<file path="src/rtl/hamming_enc_arbiter.sv">
// Round-robin front end that shares one combinational Hamming encoder between
// NUM_REQ requesters. Two register stages: A drives the encoder, B holds the codeword.
module hamming_enc_arbiter #(
   parameter int NUM_REQ    = 4,
   parameter int DATA_WIDTH = 32,
   // Check bits r: smallest r with 2**r >= DATA_WIDTH + r + 1; one extra overall parity bit.
   localparam int CHECK_BITS  = (DATA_WIDTH <= 1)   ? 2 :
                                (DATA_WIDTH <= 4)   ? 3 :
                                (DATA_WIDTH <= 11)  ? 4 :
                                (DATA_WIDTH <= 26)  ? 5 :
                                (DATA_WIDTH <= 57)  ? 6 :
                                (DATA_WIDTH <= 120) ? 7 :
                                (DATA_WIDTH <= 247) ? 8 : 9,
   localparam int CODED_WIDTH = DATA_WIDTH + CHECK_BITS + 1,
   localparam int ID_WIDTH    = $clog2(NUM_REQ)
) (
   input  logic                            clk_i,
   input  logic                            rst_i,
   input  logic [NUM_REQ-1:0]              cfg_en_i,
   input  logic [NUM_REQ-1:0]              req_valid_i,
   input  logic [NUM_REQ*DATA_WIDTH-1:0]   req_data_i,
   output logic [NUM_REQ-1:0]              req_ready_o,
   output logic                            enc_valid_o,
   output logic [DATA_WIDTH-1:0]           enc_data_o,
   input  logic [CODED_WIDTH-1:0]          enc_code_i,
   output logic                            out_valid_o,
   input  logic                            out_ready_i,
   output logic [CODED_WIDTH-1:0]          out_code_o,
   output logic [ID_WIDTH-1:0]             out_id_o
);

   logic [NUM_REQ-1:0]     eligible;
   logic                   win_found;
   logic [ID_WIDTH-1:0]    win_idx;
   logic [DATA_WIDTH-1:0]  win_data;
   logic                   a_free;
   logic                   b_free;
   logic                   accept;

   logic                   enc_valid_q, enc_valid_d;
   logic [DATA_WIDTH-1:0]  enc_data_q,  enc_data_d;
   logic [ID_WIDTH-1:0]    a_id_q,      a_id_d;
   logic                   out_valid_q, out_valid_d;
   logic [CODED_WIDTH-1:0] out_code_q,  out_code_d;
   logic [ID_WIDTH-1:0]    out_id_q,    out_id_d;
   logic [ID_WIDTH-1:0]    rr_ptr_q,    rr_ptr_d;

   assign eligible = req_valid_i & cfg_en_i;
   assign b_free   = !out_valid_q || out_ready_i;
   assign a_free   = !enc_valid_q || b_free;

   // Scan starting at rr_ptr, wrapping modulo NUM_REQ; first eligible index wins.
   always_comb begin
      int unsigned idx;
      win_found = 1'b0;
      win_idx   = '0;
      idx       = 0;
      for (int k = 0; k < NUM_REQ; k++) begin
         idx = (int'(rr_ptr_q) + k) % NUM_REQ;
         if (!win_found && eligible[ID_WIDTH'(idx)]) begin
            win_found = 1'b1;
            win_idx   = ID_WIDTH'(idx);
         end
      end
   end

   assign win_data = req_data_i[int'(win_idx)*DATA_WIDTH +: DATA_WIDTH];
   assign accept   = win_found && a_free && !rst_i;

   always_comb begin
      req_ready_o = '0;
      if (accept) begin
         req_ready_o[win_idx] = 1'b1;
      end
   end

   always_comb begin
      rr_ptr_d = rr_ptr_q;
      if (accept) begin
         rr_ptr_d = (win_idx == ID_WIDTH'(NUM_REQ - 1)) ? '0 : win_idx + 1'b1;
      end
   end

   always_comb begin
      out_valid_d = out_valid_q;
      out_code_d  = out_code_q;
      out_id_d    = out_id_q;
      if (b_free) begin
         out_valid_d = enc_valid_q;
         out_code_d  = enc_code_i;
         out_id_d    = a_id_q;
      end
   end

   // An empty slot keeps its stale payload; only the valid flag is cleared.
   always_comb begin
      enc_valid_d = enc_valid_q;
      enc_data_d  = enc_data_q;
      a_id_d      = a_id_q;
      if (a_free) begin
         enc_valid_d = win_found;
         if (win_found) begin
            enc_data_d = win_data;
            a_id_d     = win_idx;
         end
      end
   end

   always_ff @(posedge clk_i) begin
      if (rst_i) begin
         enc_valid_q <= 1'b0;
         enc_data_q  <= '0;
         a_id_q      <= '0;
         out_valid_q <= 1'b0;
         out_code_q  <= '0;
         out_id_q    <= '0;
         rr_ptr_q    <= '0;
      end else begin
         enc_valid_q <= enc_valid_d;
         enc_data_q  <= enc_data_d;
         a_id_q      <= a_id_d;
         out_valid_q <= out_valid_d;
         out_code_q  <= out_code_d;
         out_id_q    <= out_id_d;
         rr_ptr_q    <= rr_ptr_d;
      end
   end

   assign enc_valid_o = enc_valid_q;
   assign enc_data_o  = enc_data_q;
   assign out_valid_o = out_valid_q;
   assign out_code_o  = out_code_q;
   assign out_id_o    = out_id_q;

endmodule

</file>
<file path="config.mk">
export PLATFORM = sky130hd
export DESIGN_NAME = hamming_enc_arbiter
export DESIGN_NICKNAME = d
export VERILOG_FILES = /design/src/rtl/hamming_enc_arbiter.sv
export SDC_FILE = /design/constraint.sdc
export NUM_CORES = 1
export LEC_CHECK = 0
export CAP_MARGIN = 20
export CORE_MARGIN = 2
export CORE_UTILIZATION = 41
export CTS_BUF_LIST = sky130_fd_sc_hd__clkbuf_4 sky130_fd_sc_hd__clkbuf_8
export CTS_CLUSTER_SIZE = 25
export DETAILED_ROUTE_END_ITERATION = 12
export HOLD_SLACK_MARGIN = 0.08
export PLACE_DENSITY = 0.89
export SLEW_MARGIN = 20
export SYNTH_ARGS = -nofsm -noshare
export SYNTH_HDL_FRONTEND = slang
export SYNTH_SLANG_ARGS = --single-unit
</file>
<file path="constraint.sdc">
create_clock -name clk_i -period 6.3 [get_ports clk_i]
set_input_delay 1.26 -clock clk_i [delete_from_list [all_inputs] [get_ports clk_i]]
set_output_delay 1.26 -clock clk_i [all_outputs]
set_load 0.01 [all_outputs]
</file>
; ---- Yosys cells after proc, flatten, opt, wreduce, memory -nomap -nowiden
; Cells that the tools add are included.
[classes]
reduce_logical = 15
n_lt_le_gt_ge = 6
n_addsub = 4
muxes = 20
bitwise = 1
shifts = 1
eq_ne = 1
[ops]
columns = operator, n
row1 = $shiftx 128x8->32, 1
row2 = $lt 2x3->1 const B, 5
row3 = $mux 2, 5
row4 = $mux 1, 9
row5 = $bmux 1 s2, 4
row6 = $logic_and 1x1->1, 6
row7 = $logic_not 1->1, 6
row8 = $add 2x1->2 const B, 2
row9 = $add 2x2->2 const B, 2
row10 = $and 4x4->4, 1
row11 = $mux 4, 1
row12 = $demux 1 s2, 1
row13 = $eq 2x2->1 const B, 1
row14 = $ge 2x1->1 const B, 1
row15 = $logic_or 1x1->1, 2
row16 = $reduce_and 2->1, 1
[word_totals]
wordCells = 55
out_inout_bits = 79
reg_bits = 79

; ---- Depth between registers and ports, before layout
; Gate-level depths: netlist of the first run.
[depth]
word_depth = 18
mapped_depth = 10
mapped_depth_nobuf = 8

; ---- Worst setup path after synthesis of the first run
; Ideal clock, no wire load.
[synth_timing]
kind = in2out
start = input port req_valid_i[1]
end = output port req_ready_o[3]
required_time_ps = 5040
t_arrival_ps = 2523
path_stages = 9
path_slack_ps = 2517
path_cell_list = a22o_2 -> o2111a_1 -> buf_6 -> nor2_8 -> inv_4 -> buf_6 -> ha_1 -> inv_1 -> nor2_1
[synth_via]
elab_chain_cells = 18
word_cells_on_any_way = 31
[synth_rtl]
columns = item, line
row1 = "start, declared", 20  ; input logic [NUM_REQ-1:0] req_valid_i,
row2 = $and 4x4->4 (*), 48  ; assign eligible = req_valid_i & cfg_en_i;
row3 = $bmux 1 s2, 60  ; if (!win_found && eligible[ID_WIDTH'(idx)]) begin
row4 = $mux 1 (not written as such), 60
row5 = $mux 1, 60
row6 = $logic_not 1->1, 60
row7 = $logic_and 1x1->1, 60
row8 = $mux 1, 60
row9 = $logic_not 1->1, 60
row10 = [2 not listed], -
row11 = $logic_not 1->1, 60
row12 = $logic_and 1x1->1, 60
row13 = $mux 2, 60
row14 = $lt 2x3->1 (not written as such) / $ge 2x1->1 (equally long branches), 73  ; req_ready_o[win_idx] = 1'b1;
row15 = $logic_and 1x1->1 (not written as such), 73
row16 = $mux 1 (not written as such), 73
row17 = $demux 1 s2, 73
row18 = $mux 4 (*), 72  ; if (accept) begin
row19 = "end, declared", 22  ; output logic [NUM_REQ-1:0] req_ready_o,
; Every way passes the cells marked *; elsewhere a longest branch is shown, timed or not. The select of a mux whose other input is x is not followed.

; ---- Final worst setup path of the first run
[layout_timing]
start = input port req_valid_i[1]
end = output port req_ready_o[0]
; Same word-level chain as after synthesis.

==> results.json, run 1 <==
{
  "final_cells": 859,
  "syn2layout_area_growth_pct": 68.97,
  "rows": 36,
  "crit_arrival_ps": 3690,
  "synthDistinctLibCells": 34,
  "start_util_pct": 41.90,
  "grt_pass1_vias": 4920,
  "rrSetupSlack_ps": 3900,
  "swShare_pct": 31.26,
  "ios": 257,
  "maxCapViolCount": 0,
  "hold_violations": 0,
  "place.gp.congestion": 0.8689,
  "synthesis.area_um2": 4076,
  "syn_area_per_cell_um2": 8.405,
  "crit_required_ps": 5040,
  "numCtsBuffers": 9,
  "dp_cells": 843,
  "postCtsSetupBuffers": 0,
  "cp-end-kind": "output pin",
  "post-dp-hpwl_um": 11010,
  "clock_power_share_pct": 27.0,
  "synthTopCellsByArea": "dfxtp_1 39%, nand2_1 8.6%, a211oi_2 8.3%, mux2i_1 7.6%, a21oi_1 5.9%",
  "diodes": 0,
  "cts_sinks": 79,
  "rsz0062_at_grt": "no",
  "p_leak_uw": 0.002774,
  "drc": 0,
  "wire_per_inst_um": 17.34,
  "cts.path.max_buffers": 2,
  "drt-initial-drc-count": 272,
  "cts_resized": 0,
  "grt_max_degree": 48,
  "utilization_pct": 70.79,
  "setup_viol": 0,
  "p_switching_uw": 468.7,
  "dieWidth_um": 103.7,
  "synth_top_area_share_pct": 38.80,
  "ir_worst_vdd_uv": 157.7,
  "totalWireLength_um": 14890,
  "slew_violations": 0,
  "clk_latency_ps": 350,
  "hold_buffers": 0,
  "dp_slack_ps": 1348,
  "crit_type": "in2out",
  "combPwrFrac_pct": 34.3,
  "finalCriticalPeriod_ps": 4953,
  "yosysSeqAreaShare_pct": 38.80,
  "nNetsFinal": 900,
  "worst_slack_ps": 1347,
  "finalSetupTns_ps": 0,
  "hold_path.class": "reg2reg",
  "drive_gt1_share_pct": 8.540,
  "grt_pass1_wl_um": 23560,
  "power_uw": 1499,
  "syn_nets": 664,
  "p_int_uw": 1031,
  "cts_tree": "done",
  "numPortBuffers": 256,
  "via_per_inst": 5.342,
  "die_area_um2": 10760,
  "startpoint_type": "primary input",
  "ant_nets": 0,
  "overflow": 0,
  "synth_seq_cells": 79,
  "h-tree-depth": 3,
  "crit_fanout": 33,
  "clk_pin_slew_ps": 100,
  "track_usage_pct": 26.97,
  "yosysTopAreaCell": "dfxtp_1",
  "tightest_slew_ps": 635.3,
  "power.sequential.fraction_pct": 38.7,
  "outcome": "completed",
  "cellPowerDensity_nw_per_um2": 217.7,
  "dr.pass1.iters": 4,
  "ys_warn_count": 0,
  "core_um2": 9729,
  "vias": 4589,
  "fin_skew_ps": 14.36,
  "syn_inst": 485,
  "slew_headroom_pct": 57.46,
  "root_buffer": "clkbuf_8",
  "period_share_pct": 78.61,
  "die_height_um": 103.7,
  "antenna_found_initial": 0,
  "timing.fmax_ghz": 0.2019
}
-- critical path, cell delays in order --
cell and delay, ps:
clkdlybuf4s50_1 440, a22o_2 330, o2111a_1 220, nor2_8 350, inv_4 50, buf_4 300, nor2_1 170, clkdlybuf4s50_1 560
-- cell usage after synthesis (all sizes together) --
cell	instances
nand2	93
dfxtp	79
a21oi	48
nor2	40
and3	33
a211oi	31
mux2i	31
nor3b	31
o22ai	31
clkbuf	24
buf	18
inv	4
and2	3
nand3b	3
a22o	2
mux2	2
o2111a	2
a221o	1
ha	1
nand2b	1
nand3	1
nor2b	1
nor3	1
o211ai	1
o21ai	1
o311a	1
or2	1
-- stage by stage --
step	cell area, um2	hold slack (ps)
3_3_place_gp	6674	437.3
5_1_grt	6888	466.7
6_report	6888	453.7
4_1_cts	6888	455.6
3_5_place_dp	6674	442.2
2_1_floorplan	4076	434.5
-- logic make-up (layout without fill, tap and decap cells) --
group / count (synthesis) / after routing / share of synthesized area [%]
mux: 33 / 33 / 8.165
simple gates: 208 / 208 / 25.26
flops: 79 / 79 / 38.80
compound gates: 118 / 118 / 21.58
buf+inv: 46 / 287 / 5.893
fa+ha+maj: 1 / 1 / 0.3069
-- power by group through the flow --
stage                     Combinational, uW  Sequential, uW  Clock, uW
after floorplan                         235             608          0
after global placement                  500             587          0
after detailed placement                514             590          0
after CTS                               516             579        414
after global routing                    550             586        438
final                                   514             581        405
-- routing by layer --
layer | vias to the layer above | wire length (um) | track usage, %
li1 | 2188 | - | -
met1 | 2150 | 5538 | 28.61
met2 | 213 | 7874 | 49.91
met3 | 38 | 1008 | 6.230
met4 | 0 | 471 | 13.42
met5 | - | 0 | 0
-- cells in the final DEF (no fill, tap or decap), types with 27 or more instances in the layout --
master / count
mux2i_1: 31
a21oi_1: 48
nor3b_1: 31
dfxtp_1: 79
a211oi_2: 27
and3_1: 33
o22ai_1: 31
clkdlybuf4s50_1: 256
nand2_1: 93
nor2_1: 39
-- area by class of cell --
class                      instances  area (um2)
clock buffer                       9       123.9
fill                             787        2841
inverter                           4       17.52
clock inverter                     7       90.09
tap                              133       166.4
timing repair buffer             267        2645
sequential                        79        1582
multi-input combinational        360        2263
-- sequential cells by signal, indices dropped and copies added, names as in the netlist --
register     count
rr_ptr_q         2
out_id_o         2
out_valid_o      1
out_code_o      39
a_id_q           2
enc_valid_o      1
enc_data_o      32
-- worst paths after layout --
kind / start / cells after the start / to
worst min register to register: out_code_o[1] / 2 / out_code_o[1]
worst min-delay path: out_code_o[1] / 2 / out_code_o[1]
worst max register to register: rr_ptr_q[0] / 6 / enc_data_o[30]
worst max-delay path: req_valid_i[1] / 8 / req_ready_o[0]
(Power assumes the default switching activity.)
==> run 2, diff against run 1 <==
CORE_UTILIZATION = 38   (was 41)
PLACE_DENSITY = 0.83   (was 0.89)
clock period = 4.8 ns   (was 6.3 ns; I/O delays follow)
==> results.json, run 2 (synthesized netlist as in run 1, its figures left out) <==
{
  "core_um2": 10370,
  "combPwrFrac_pct": 34.6,
  "path_cells": "clkdlybuf4s50_1 > a22o_2 > o2111a_1 > nor2_8 > inv_4 > ha_1 > inv_1 > nor2_1 > clkdlybuf4s50_1",
  "drc": 0,
  "wire_per_inst_um": 17.54,
  "h-tree-depth": 3,
  "vias": 4596,
  "hold_buffers": 0,
  "root_buffer": "clkbuf_8",
  "dr.pass1.iters": 5,
  "die_height_um": 107.6,
  "final_cells": 864,
  "rows": 37,
  "finalCriticalPeriod_ps": 4240,
  "largest_reg_flops": 39,
  "cellPowerDensity_nw_per_um2": 284.2,
  "drive_gt1_share_pct": 8.929,
  "path_buf_inv": 4,
  "power.sequential.fraction_pct": 38.7,
  "ant_nets": 0,
  "via_per_inst": 5.319,
  "post-dp-hpwl_um": 11050,
  "slowest_stage": "clkdlybuf4s50_1",
  "syn2layout_area_growth_pct": 69.28,
  "overflow": 0,
  "p_leak_uw": 0.002777,
  "ir_worst_vdd_uv": 140.4,
  "critPathTopFamily": "buffers and inverters",
  "numPortBuffers": 256,
  "cp-end-kind": "output pin",
  "clk_latency_ps": 350,
  "tightest_slew_ps": 778.5,
  "period_share_pct": 88.34,
  "track_usage_pct": 25.68,
  "totalWireLength_um": 15150,
  "fin_skew_ps": 5.000,
  "dieWidth_um": 107.6,
  "place.gp.congestion": 0.8462,
  "cts_tree": "done",
  "wl_met1_um": 5790,
  "maxCapViolCount": 0,
  "diodes": 0,
  "final_common_cell": "clkdlybuf4s50_1",
  "nNetsFinal": 902,
  "cts.path.max_buffers": 2,
  "setup_viol": 0,
  "hold_path.class": "reg2reg",
  "wl_met2_um": 7892,
  "cts_resized": 0,
  "startpoint_type": "primary input",
  "crit_type": "in2out",
  "drt-initial-drc-count": 234,
  "routed.top_layer": "met4",
  "timing.fmax_ghz": 0.2358,
  "final_cell_mix": "256 x clkdlybuf4s50_1, 93 x nand2_1, 79 x dfxtp_1",
  "critical_path.max_stage_delay_ps": 600,
  "hold_violations": 0,
  "numCtsBuffers": 9,
  "start_util_pct": 39.31,
  "p_int_uw": 1351,
  "rsz0062_at_grt": "no",
  "grt_max_degree": 48,
  "die_area_um2": 11570,
  "slew_headroom_pct": 48.10,
  "grt_pass1_wl_um": 23360,
  "finalSetupTns_ps": 0,
  "antenna_found_initial": 0,
  "swShare_pct": 31.10,
  "p_switching_uw": 609.9,
  "crit_top_cell": "clkdlybuf4s50_1",
  "ios": 257,
  "slew_violations": 0,
  "power_uw": 1961,
  "crit_required_ps": 3840,
  "crit_fanout": 18,
  "grt_pass1_vias": 4786,
  "crit_arrival_ps": 3280,
  "clock_power_share_pct": 26.6,
  "clk_pin_slew_ps": 90,
  "outcome": "completed",
  "cts_sinks": 79,
  "dp_cells": 848,
  "dr_wl_met3_um": 1064,
  "postCtsSetupBuffers": 0
}
## run 2: changes by cell type in the layout (fill, tap and decap cells not counted), sizes merged
cell | before | now
clkinvlp | 2 | 3
buf | 11 | 13
clkinv | 2 | 1
## run 2: layer usage
layer	track usage [%]	up-vias
met5	0	-
met4	11.54	0
met3	6.053	35
met2	46.59	212
met1	28.19	2154
li1	-	2195
## run 2: worst paths after layout
kind | to | slack, ps | cells past startpoint | from
max | req_ready_o[3] | 560 | 9 | req_valid_i[1]
min reg2reg | out_code_o[15] | 450 | 2 | out_code_o[15]
min | out_code_o[15] | 450 | 2 | out_code_o[15]
max reg2reg | enc_data_o[8] | 2730 | 7 | rr_ptr_q[0]
## run 2: cell type report
type | count | area, um2
Clock inverter | 7 | 81.33
Fill cell | 851 | 3470
Sequential cell | 79 | 1582
Multi-Input combinational cell | 360 | 2266
Clock buffer | 9 | 123.9
Timing Repair Buffer | 269 | 2660
Inverter | 4 | 17.52
Tap cell | 136 | 170.2
## run 2: tightest hold or removal path, cell delays in order, from the launching register on
cell     delay (ps)
dfxtp_1         320
nand2_1          50
a21oi_1          50
## run 2: power groups by stage
| stage | clock (uW) | sequential [uW] | combinational [uW] |
|---|---|---|---|
| 3_3_place_gp | 0 | 770 | 667 |
| 5_1_grt | 560 | 768 | 727 |
| 4_1_cts | 536 | 759 | 682 |
| 6_report | 522 | 759 | 679 |
| 2_1_floorplan | 0 | 798 | 309 |
| 3_5_place_dp | 0 | 772 | 679 |
## run 2: stage by stage
| stage | util, % | hold slack (ps) | instance area, um2 | worst slack [ps] |
|---|---|---|---|---|
| floorplan | - | 434.5 | 4076 | 1617 |
| global placement | 64.54 | 437.5 | 6693 | 613.7 |
| detailed placement | 64.56 | 445.6 | 6695 | 578.4 |
| CTS | 66.54 | 456.7 | 6900 | 561.5 |
| global route | 66.54 | 469.9 | 6900 | 447.6 |
| finish | 66.54 | 454.8 | 6900 | 559.8 |
==> run 3, diff against run 2 <==
MAX_ROUTING_LAYER = met4   (was default)
==> results.json, run 3 (synthesized netlist as in run 1, its figures left out) <==
{
  "crit_top_cell": "clkdlybuf4s50_1",
  "r2r-end": "enc_data_o[8]",
  "grt_use_met1_pct": 28.90,
  "clk_latency_ps": 360,
  "timing.hold.worst_path_depth": 2,
  "critPathTopFamily": "buffers and inverters",
  "numCtsBuffers": 9,
  "crit_required_ps": 3840,
  "cts.path.max_buffers": 2,
  "dr.pass1.iters": 5,
  "core_um2": 10370,
  "hold_path.class": "reg2reg",
  "die_height_um": 107.6,
  "clk_pin_slew_ps": 90,
  "antenna_found_initial": 0,
  "slew_headroom_pct": 48.86,
  "start_util_pct": 39.31,
  "startpoint_type": "primary input",
  "place_area_um2": 6695,
  "rrSetupSlack_ps": 2730,
  "rows": 37,
  "ant_nets": 0,
  "r2r_start": "rr_ptr_q[0]",
  "drive_gt1_share_pct": 8.929,
  "cts_resized": 0,
  "min_from": "out_code_o[15]",
  "totalWireLength_um": 15100,
  "grt_pass1_wl_um": 23300,
  "hold_ws_ps": 454.8,
  "timing.fmax_ghz": 0.2353,
  "h-tree-depth": 3,
  "grtUsageMet3_pct": 5.387,
  "fin_skew_ps": 6.507,
  "tightest_slew_ps": 767.1,
  "slowest_stage": "clkdlybuf4s50_1",
  "wire_per_inst_um": 17.48,
  "overflow": 0,
  "final_common_cell": "clkdlybuf4s50_1",
  "numPortBuffers": 256,
  "crit_type": "in2out",
  "cts_tree": "done",
  "postCtsSetupBuffers": 0,
  "crit_arrival_ps": 3290,
  "outcome": "completed",
  "slew_violations": 0,
  "nNetsFinal": 902,
  "vias": 4575,
  "via_per_inst": 5.295,
  "fillers": 851,
  "hold_buffers": 0,
  "final_cell_mix": "256 x clkdlybuf4s50_1, 93 x nand2_1, 79 x dfxtp_1",
  "finalSetupTns_ps": 0,
  "grt_use_met2_pct": 46.59,
  "period_share_pct": 88.53,
  "grt_pass1_vias": 4800,
  "cts_sinks": 79,
  "stdcell_area_um2": 6900,
  "syn2layout_area_growth_pct": 69.28,
  "path_buf_inv": 4,
  "track_usage_pct": 26.36,
  "busiest_layer": "met2",
  "holdPathEnd": "out_code_o[15]",
  "drc": 0,
  "cp-end-kind": "output pin",
  "critical_path.max_stage_delay_ps": 600,
  "ios": 257,
  "r2r_cells": 7,
  "dieWidth_um": 107.6,
  "ir_worst_vdd_uv": 140.6,
  "crit_fanout": 18,
  "p_leak_uw": 0.002777,
  "setup_viol": 0,
  "drt-initial-drc-count": 253,
  "rsz0062_at_grt": "no",
  "place.gp.congestion": 0.8595,
  "path_cells": "clkdlybuf4s50_1 > a22o_2 > o2111a_1 > nor2_8 > inv_4 > ha_1 > inv_1 > nor2_1 > clkdlybuf4s50_1",
  "post-dp-hpwl_um": 11050,
  "diodes": 0,
  "root_buffer": "clkbuf_8",
  "finalCriticalPeriod_ps": 4249,
  "maxCapViolCount": 0,
  "cellPowerDensity_nw_per_um2": 284.3,
  "die_area_um2": 11570,
  "hold_violations": 0,
  "largest_reg_flops": 39,
  "grt_max_degree": 48
}
[run 3: cell counts in the layout (fill, tap and decap cells not counted)]
No cell type changed its count.
[run 3: power breakdown]
group          switching [uW]  internal [uW]  leakage (uW)  total [uW]
sequential               36.2            723      0.000655         759
clock                     277            247     0.0000940         523
combinational             298            381       0.00203         679
[run 3: worst max-delay path by stage]
| stage | start | endpoint | slack [ps] | cells past startpoint |
|---|---|---|---|---|
| CTS | req_valid_i[1] | req_ready_o[3] | 560 | 9 |
| floorplan | req_valid_i[1] | req_ready_o[3] | 1620 | 9 |
| global placement | cfg_en_i[1] | req_ready_o[3] | 610 | 9 |
| finish | req_valid_i[1] | req_ready_o[3] | 550 | 9 |
| global route | req_valid_i[1] | req_ready_o[3] | 450 | 9 |
| detailed placement | req_valid_i[1] | req_ready_o[3] | 580 | 9 |
[run 3: area by class of cell]
type	count	area, um2	share of cell area, %
Clock buffer	9	123.9	1.795
Clock inverter	7	81.33	1.179
Tap cell	136	170.2	2.466
Multi-Input combinational cell	360	2266	32.84
Inverter	4	17.52	0.2539
Timing Repair Buffer	269	2660	38.55
Sequential cell	79	1582	22.92
[run 3: worst reg2reg max path: stages, from the launching register on]
cell and delay [ps]:
dfxtp_1 340, nand3b_1 180, o2111a_1 230, nor2_8 150, buf_4 300, buf_4 380, mux2i_1 280, o22ai_1 100
[run 3: routing by layer]
metal / part of all wire (%) / wire length [um] / vias to the layer above
met1: 39 / 5842 / 2148
met2: 52 / 7872 / 189
li1: - / - / 2199
met3: 6.3 / 951 / 39
met5: 0 / 0 / -
met4: 2.9 / 435 / 0
[run 3: per-stage QoR]
step                      worst slack (ps)  total power (uW)  util [%]  std cells
after detailed placement             578.4              1451     64.56        848
after floorplan                       1617              1107         -        485
final                                550.6              1962     66.54        864
after global placement               613.7              1438     64.54        848
after CTS                            561.5              1977     66.54        864
after global routing                 447.6              2054     66.54        864
